$ cat config.mk
export PLATFORM = sky130hd
export DESIGN_NAME = health_tracker
export DESIGN_NICKNAME = d
export VERILOG_FILES = /design/src/rtl/health_pkg.sv /design/src/rtl/frame_tick_gen.sv /design/src/rtl/health_tracker.sv
export SDC_FILE = /design/constraint.sdc
export NUM_CORES = 1
export LEC_CHECK = 0
export ABC_CLOCK_PERIOD_IN_PS = 9100
export CAP_MARGIN = 30
export CORE_MARGIN = 2
export CORE_UTILIZATION = 55
export CTS_BUF_LIST = sky130_fd_sc_hd__clkbuf_8
export CTS_CLUSTER_DIAMETER = 60
export DETAILED_ROUTE_END_ITERATION = 10
export PLACE_DENSITY = 0.79
export SYNTH_ARGS = -nofsm -noshare
export SYNTH_HDL_FRONTEND = slang
export SYNTH_SLANG_ARGS = --single-unit
$ cat constraint.sdc
create_clock -name Clk -period 9.1 [get_ports Clk]
set_input_delay 1.365 -clock Clk [delete_from_list [all_inputs] [get_ports Clk]]
set_output_delay 1.365 -clock Clk [all_outputs]
set_load 0.01 [all_outputs]
$ cat src/rtl/health_pkg.sv
// Shared health-bar types and geometry defaults used by the tracker and the HUD.
package health_pkg;

    typedef enum logic [1:0] {
        ALIVE,
        INVULN,
        DYING,
        DEAD
    } health_state_t;

    localparam int HP_W       = 7;
    localparam int CNT_W      = 7;
    localparam int DEF_BAR_X0 = 2;
    localparam int DEF_HP_MAX = 62;

endpackage

$ cat src/rtl/frame_tick_gen.sv
// Synchronizes a frame-rate strobe into Clk and emits a one-cycle tick per rise.
module frame_tick_gen (
    input  logic Clk,
    input  logic Reset,
    input  logic frame_clk,
    output logic frame_tick
);

    // sync[1:0] is the 2-flop synchronizer, sync[2] holds the previous level
    logic [2:0] sync;

    always_ff @(posedge Clk or posedge Reset) begin
        if (Reset) begin
            sync       <= '0;
            frame_tick <= 1'b0;
        end else begin
            sync       <= {sync[1:0], frame_clk};
            frame_tick <= sync[1] & ~sync[2];
        end
    end

endmodule

$ cat src/rtl/health_tracker.sv
// HUD health tracker: true HP target, frame-animated bar value, and
// hit / regeneration / death sequencing.
module health_tracker
    import health_pkg::*;
#(
    parameter int BAR_X0        = DEF_BAR_X0,
    parameter int HP_MAX        = DEF_HP_MAX,
    parameter int INVULN_FRAMES = 30,
    parameter int REGEN_FRAMES  = 60,
    parameter int DEATH_FRAMES  = 90
) (
    input  logic            Clk,
    input  logic            Reset,
    input  logic            frame_clk,
    input  logic            dmg_valid,
    input  logic [HP_W-1:0] dmg_amount,
    output logic            dmg_ready,
    input  logic            heal_valid,
    input  logic [HP_W-1:0] heal_amount,
    input  logic            respawn,
    output logic [HP_W-1:0] blood,
    output logic [HP_W-1:0] hp,
    output logic            invulnerable,
    output logic            dead
);

    localparam logic [HP_W-1:0]  HP_FULL    = HP_W'(HP_MAX);
    localparam logic [HP_W-1:0]  BAR_OFF    = HP_W'(BAR_X0);
    localparam logic [HP_W-1:0]  HP_ONE     = HP_W'(1);
    localparam logic [CNT_W-1:0] CNT_ONE    = CNT_W'(1);
    localparam logic [CNT_W-1:0] INV_LOAD   = CNT_W'(INVULN_FRAMES);
    localparam logic [CNT_W-1:0] DIE_LOAD   = CNT_W'(DEATH_FRAMES);
    localparam logic [CNT_W-1:0] REGEN_LAST = CNT_W'(REGEN_FRAMES - 1);

    health_state_t    state;
    health_state_t    state_nxt;
    logic             frame_tick;
    logic [CNT_W-1:0] cnt;
    logic [CNT_W-1:0] regen_cnt;
    logic             hit;
    logic             heal_ok;
    logic             regen_inc;
    logic signed [8:0] net;
    logic [HP_W-1:0]  hp_sum;
    logic [HP_W-1:0]  target;

    frame_tick_gen u_tick (
        .Clk        (Clk),
        .Reset      (Reset),
        .frame_clk  (frame_clk),
        .frame_tick (frame_tick)
    );

    // Damage taken while invulnerable is accepted but has no effect
    assign hit       = dmg_valid && state == ALIVE;
    assign heal_ok   = heal_valid && (state == ALIVE || state == INVULN);
    assign regen_inc = frame_tick && state == ALIVE && !hit &&
                       hp < HP_FULL && regen_cnt == REGEN_LAST;
    assign target    = hp + BAR_OFF;

    // Heal, damage and regen combine into one signed delta, clamped once
    always_comb begin
        net = $signed({2'b00, hp});
        if (heal_ok)
            net = net + $signed({2'b00, heal_amount});
        if (hit)
            net = net - $signed({2'b00, dmg_amount});
        if (regen_inc)
            net = net + 9'sd1;
        if (net < 9'sd0)
            hp_sum = '0;
        else if (net > $signed({2'b00, HP_FULL}))
            hp_sum = HP_FULL;
        else
            hp_sum = net[HP_W-1:0];
    end

    always_ff @(posedge Clk or posedge Reset) begin
        if (Reset)
            state <= ALIVE;
        else
            state <= state_nxt;
    end

    always_comb begin
        state_nxt = state;
        unique case (state)
            ALIVE:
                if (hit)
                    state_nxt = (hp_sum == '0) ? DYING : INVULN;
            INVULN:
                if (frame_tick && cnt == CNT_ONE)
                    state_nxt = ALIVE;
            DYING:
                if (frame_tick && cnt == CNT_ONE)
                    state_nxt = DEAD;
            DEAD:
                if (respawn)
                    state_nxt = ALIVE;
        endcase
    end

    always_comb begin
        dmg_ready    = 1'b0;
        invulnerable = 1'b0;
        dead         = 1'b0;
        unique case (state)
            ALIVE:  dmg_ready = 1'b1;
            INVULN: begin
                dmg_ready    = 1'b1;
                invulnerable = 1'b1;
            end
            DYING:  dmg_ready = 1'b0;
            DEAD:   dead = 1'b1;
        endcase
    end

    always_ff @(posedge Clk or posedge Reset) begin
        if (Reset) begin
            cnt <= '0;
        end else if (state == ALIVE && state_nxt == INVULN) begin
            cnt <= INV_LOAD;
        end else if (state == ALIVE && state_nxt == DYING) begin
            cnt <= DIE_LOAD;
        end else if (frame_tick && cnt != '0 &&
                     (state == INVULN || state == DYING)) begin
            cnt <= cnt - CNT_ONE;
        end
    end

    always_ff @(posedge Clk or posedge Reset) begin
        if (Reset)
            regen_cnt <= '0;
        else if (state != ALIVE || hit || hp == HP_FULL)
            regen_cnt <= '0;
        else if (frame_tick)
            regen_cnt <= regen_inc ? '0 : regen_cnt + CNT_ONE;
    end

    always_ff @(posedge Clk or posedge Reset) begin
        if (Reset) begin
            hp <= HP_FULL;
        end else if (state == DEAD) begin
            if (respawn)
                hp <= HP_FULL;
        end else begin
            hp <= hp_sum;
        end
    end

    // Bar only moves on frame ticks so the renderer sees a stable frame
    always_ff @(posedge Clk or posedge Reset) begin
        if (Reset) begin
            blood <= BAR_OFF + HP_FULL;
        end else if (frame_tick) begin
            if (blood < target)
                blood <= blood + HP_ONE;
            else if (blood > target)
                blood <= blood - HP_ONE;
        end
    end

endmodule

# Yosys cells after proc, flatten, opt, wreduce, memory -nomap -nowiden
# Index checks and enable logic that the tools add are counted.
op_classes:
  addsub: 8
  order_cmp: 5
  n_eq_ne: 9
  n_mux: 24
  n_bitwise: 2
  reduce_logical: 25
ops:
  columns: ["op", "count"]
  rows:
  - ["two-way mux 7 bit", 12]
  - ["two-way mux 9 bit", 2]
  - ["adder 7 x 1 -> 7 bit, second input constant", 2]
  - ["== test 7 x 6 -> 1 bit, second input constant", 2]
  - ["subtractor 7 x 1 -> 7 bit, second input constant", 2]
  - ["logical AND 1 bit", 11]
  - ["two-way mux 2 bit", 5]
  - ["adder 9 x 2 -> 9 bit, second input constant", 1]
  - ["> comparator 9 x 7 -> 1 bit, second input constant", 1]
  - ["less-than comparator 9 x 1 -> 1 bit, second input constant", 1]
  - ["subtractor 9 x 8 -> 9 bit", 1]
  - ["adder 7 x 7 -> 8 bit", 1]
  - ["two-way mux 8 bit", 1]
  - ["one-hot mux 2 bit (4 select lines)", 1]
  - ["adder 7 x 2 -> 7 bit, second input constant", 1]
  - ["== test 7 x 1 -> 1 bit, second input constant", 1]
  - ["> comparator 7 bit", 1]
  - ["logical NOT 7 bit", 1]
  - ["less-than comparator 7 x 6 -> 1 bit, second input constant", 1]
  - ["less-than comparator 7 bit", 1]
  - ["nonzero test 7 bit", 1]
  - ["== test 2 bit, second input constant", 3]
  - ["nonzero test 2 bit", 3]
  - ["== test 2 x 1 -> 1 bit, second input constant", 2]
  - ["other kinds (10)", 15]
totals:
  regBits: 34
  inputBits: 20
  out_inout_bits: 17
  wordCells: 80

# Longest topological paths before layout
logic_depth:
  depth_word: 19
  ltp_mapped: 18
  depth_no_buf: 18

# Hierarchy
# From an unflattened synthesis, not the netlist that was laid out.
unflattened:
  cells_unflattened: 367
  area_unflattened_um2: 3276.9
modules_own_cells:
  columns: ["mod", "instances", "cells_per_inst", "area_per_inst_um2", "seq_area_each_um2"]
  rows:
  - ["health_tracker", 1, 361, 3159.3, 758.2]
  - ["frame_tick_gen", 1, 6, 117.6, 100.1]

# Worst setup path before layout
# Ideal clock, no wire load.
synth_path:
  path_type: "input to register"
  start: "in heal_amount[2]"
  end: "reg cnt[2]"
  setup_ps: 133
  t_arrival_ps: 4698
  required_time_ps: 8967
  path_slack_ps: 4268
  path_stages: 15
  n_path_buf: 1
  path_cell_list: "ha_1 -> or2_2 -> and3_1 -> o31ai_1 -> ha_1 -> a21o_1 -> o21a_1 -> o21ai_0 -> and2_1 -> clkbuf_1 -> o2111ai_1 -> a21oi_1 -> o211ai_1 -> a211oi_4 -> o22ai_1"
synth_via:
  elab_chain_cells: 17
synth_lines:
  columns: ["element", "line", "source"]
  rows:
  - ["start: declaration", "health_tracker.sv:19", "input logic [HP_W-1:0] heal_amount,"]
  - ["adder 7 x 7 -> 8 bit (*)", "health_tracker.sv:65", "net = net + $signed({2'b00, heal_amount});"]
  - ["two-way mux 8 bit (*)", "health_tracker.sv:64", "if (heal_ok)"]
  - ["subtractor 9 x 8 -> 9 bit", "health_tracker.sv:67", "net = net - $signed({2'b00, dmg_amount});"]
  - ["two-way mux 9 bit (*)", "health_tracker.sv:66", "if (hit)"]
  - ["adder 9 x 2 -> 9 bit", "health_tracker.sv:69", "net = net + 9'sd1;"]
  - ["two-way mux 9 bit (*)", "health_tracker.sv:68", "if (regen_inc)"]
  - ["> comparator 9 x 7 -> 1 bit", "health_tracker.sv:72", "else if (net > $signed({2'b00, HP_FULL}))"]
  - ["two-way mux 7 bit", "health_tracker.sv:72", null]
  - ["two-way mux 7 bit (*)", "health_tracker.sv:70", "if (net < 9'sd0)"]
  - ["logical NOT 7 bit (*)", "health_tracker.sv:90", "state_nxt = (hp_sum == '0) ? DYING : INVULN;"]
  - ["two-way mux 2 bit (*)", "health_tracker.sv:90", null]
  - ["two-way mux 2 bit (*)", "health_tracker.sv:89", "if (hit)"]
  - ["one-hot mux 2 bit (4 select lines) (*)", "health_tracker.sv:87", "unique case (state)"]
  - ["== test 2 bit", "health_tracker.sv:123", "end else if (state == ALIVE && state_nxt == DYING) begin"]
  - ["logical AND 1 bit", "health_tracker.sv:123", null]
  - ["two-way mux 7 bit", "health_tracker.sv:123", null]
  - ["two-way mux 7 bit", "health_tracker.sv:121", "end else if (state == ALIVE && state_nxt == INVULN) begin"]
  - ["end signal: assignment", "health_tracker.sv:127", "cnt <= cnt - CNT_ONE;"]
  - ["end: declaration", "health_tracker.sv:38", "logic [CNT_W-1:0] cnt;"]
# Mark *: on every way between the ends. The rest lies on a longest branch, timed or not.
# A chain may end at the register's enable or synchronous reset.

# Worst setup path after layout
layout_path:
  start: "in heal_amount[1]"
  end: "reg cnt[2]"
# The elaborated chain is that of the path after synthesis.

==> qor.txt <==
Critical path class - input port to register
Netlist cell types - 61
Setup Skew - 8.34 ps
Total track usage - 24.3%
Largest net degree at the start of global routing - 35
# DRC - 0
Hold-critical path depth - 0
DRT met1 WL - 3.46 mm
Area occupied by multi-input gates - 2350 µm²
# setup viols final - 0
Die area - 6710 µm²
Ys flop type - dfrtp_1
Worst min-delay path class - register to register
Die Wd - 81.9 µm
Startpoint of the worst hold path - u_tick.sync[0]
RSZ-0062 raised after global routing - no
Clock share of power - 8.1%
Routed length on met3 - 533 µm
I/O pin count - 37
Max_slew headroom - 43.6%
Clk sinks - 34
WHS Endpoint - u_tick.sync[1]
R2R depth - 17
Setup_tns - 0 ps
Post-DP HPWL - 5.99 mm
Post-CTS Setup Inserts - 0
Metal2 WL - 3.54 mm
Vias in the first global route - 2,795
Max-slew violations - 0
Hold-fix buffers at CTS - 0
Drt initial violations - 213
Die height - 81.9 µm
Layout filler cell count - 505
Routed WL - 7.70 mm
Initial Util - 56.8%
Number of synthesized register bits - 34
Final core utilization - 65.6%
Vias/cell - 6.09
Mapped Avg Cell Area - 8.70 µm²
Port Buf Inserts - 36
Sw Ratio - 48.1%
First-pass GRT wire length - 12.6 mm
Pwr Total - 1.46 mW
Seq/Total Area, Yosys - 25.7%
R2R Setup Slk - 4290 ps
Post-cts resize count - 0
Least-Margin Pin Slew - 838 ps
Tcrit/Tclk final - 61.1%
Nets@finish - 479
Hold Fails Final Rpt - 0
NetSw - 0.704 mW
Via count - 3,023
Number of diodes - 0
DR top layer - met4
Syn-to-layout area delta - 15.5%
Ys async rst share - 100%
Yosys warning count - 0
Top cell type's share of synthesized area - 21.0%
Req. time, crit path - 9250 ps
Core area - 5890 µm²
Congestion Overflow GR - 0
Reg clk slew, reported paths - 70 ps
Routed WL per cell - 15.5 µm
TritonRoute pass-1 iters - 5
Post-synthesis cell count - 384
Post-Syn Nets - 443
Combined area of all synthesized cells - 3340 µm²
Crit path time final - 5560 ps
Initial antenna violation count - 0
Crit path capture type - register
Max clock buf depth - 2
Int Pwr - 0.760 mW
Power Density - 379 nW/µm²
Crit path launch type - input port
Post-synth EDFFs - 0
Area contributors post-synth - dfrtp_1 21%, ha_1 13%, dfstp_2 4.7%
Max Cap Violations - 0
Share of cells above drive strength 1 - 8.55%
Largest fanout on the critical path - 6
Crit path DAT - 5710 ps
RR Startpoint - state[0]
Fmax - 180 MHz
Post-synth top area cell - dfrtp_1
Root buf cell - clkbuf_8
Reg2reg end - cnt[2]
Std cell rows - 28
H-tree depth - 2
Leak pwr - 1.62 nW
Setup crit start - heal_amount[1]
Placer Congestion - 0.979
Post-route ant nets - 0
Gate power share - 73.4%
Worst-Skew Late Latency - 290 ps
Outcome - complete, no violations
Sequential Power Share - 18.5%
Sequential Area - 858 µm²
CTS tree - done
CTS Buf Count - 5
Worst vdd ir - 0.000260 V
logic make-up (layout without fill, tap and decap cells):
group	Yosys count	in the layout	synth area share, %
AO/OA/AOI/OAI	111	111	23.0
XOR/XNOR	30	30	7.87
adder cells (fa/ha/maj)	39	39	15.3
multiplexers	14	14	4.53
buffers and inverters	32	69	3.93
flip-flops	34	34	25.7
AND/OR/NAND/NOR	124	124	19.7
cells in the mapped netlist, types with 4 or more instances:
library cell   n
a21boi_0       4
a21o_1         8
a21oi_1       18
and2_1         6
and3_1         4
clkbuf_1       7
dfrtp_1       28
dfstp_2        6
ha_1          36
inv_1         22
mux2_2         9
mux2i_1        5
nand2_1       27
nand2b_1       4
nand3_1       16
nand4_1       11
nor2_1        24
nor2b_1        8
nor3_1         4
o211ai_1       6
o21a_1         9
o21ai_0       24
o21ai_1        7
or3_1          4
xnor2_1       18
xor2_1        12
layer usage:
metal  vias to the layer above  GRT usage [%]
li1                       1485              -
met4                         0           9.00
met3                        13           5.16
met2                       106           39.0
met1                      1419           32.0
met5                         -              0
worst max-delay path by stage:
stage                     endpoint  slack (ps)  cells past startpoint
after CTS                   cnt[2]        3630                     15
after global placement      cnt[2]        3440                     15
after floorplan             cnt[2]        4270                     15
after global routing        cnt[2]        3320                     15
after detailed placement    cnt[2]        3330                     15
final                       cnt[2]        3540                     15
critical path, stage by stage:
cell and delay [ps]:
clkdlybuf4s50_1 460, ha_1 340, a211o_1 310, and3_1 180, o31ai_1 490, ha_1 390
a21o_1 240, o21a_1 190, o21ai_0 340, and2_1 310, o2111ai_1 180, a21oi_1 290
o211ai_1 180, a211oi_4 350, o22ai_1 100
registers in the layout, summed over array words and instances, names as in the netlist:
register / cells
blood: 7
cnt: 7
hp: 7
regen_cnt: 7
state: 2
u_tick.frame_tick: 1
u_tick.sync: 3
cell usage in the layout (no fill, tap or decap), drive strengths merged, types with 5 or more instances in the layout:
cell type,count
nand3,16
o21ai,31
nor2,24
a21o,8
ha,36
dfstp,6
o21a,9
clkbuf,6
o211ai,6
mux2i,5
nor2b,8
nand4,11
a21oi,18
xnor2,18
mux2,9
xor2,12
dfrtp,28
clkdlybuf4s50,36
nand2,27
and2,6
inv,23
power groups by stage:
stage | combinational [mW] | clock, mW | sequential [mW]
detailed placement | 1.06 | 0 | 0.273
floorplan | 0.812 | 0 | 0.268
CTS | 1.07 | 0.123 | 0.272
finish | 1.07 | 0.118 | 0.271
global route | 1.22 | 0.130 | 0.279
global placement | 1.04 | 0 | 0.272
cell type report:
class                      instances  share of cell area (%)
sequential                        34                    22.2
multi-input combinational        318                    60.9
clock buffer                       6                    2.14
timing repair buffer              38                    9.66
clock inverter                     2                   0.324
tap                               75                    2.43
inverter                          23                    2.30
per-stage QoR:
step	instances	hold WS (ps)	setup WS (ps)	instance area [µm²]
floorplan	384	331	4270	3340
global placement	487	335	3440	3760
detailed placement	488	347	3330	3760
CTS	496	364	3630	3860
global route	496	373	3320	3860
finish	496	360	3540	3860
No activity file was read; power rests on OpenSTA's default activity.
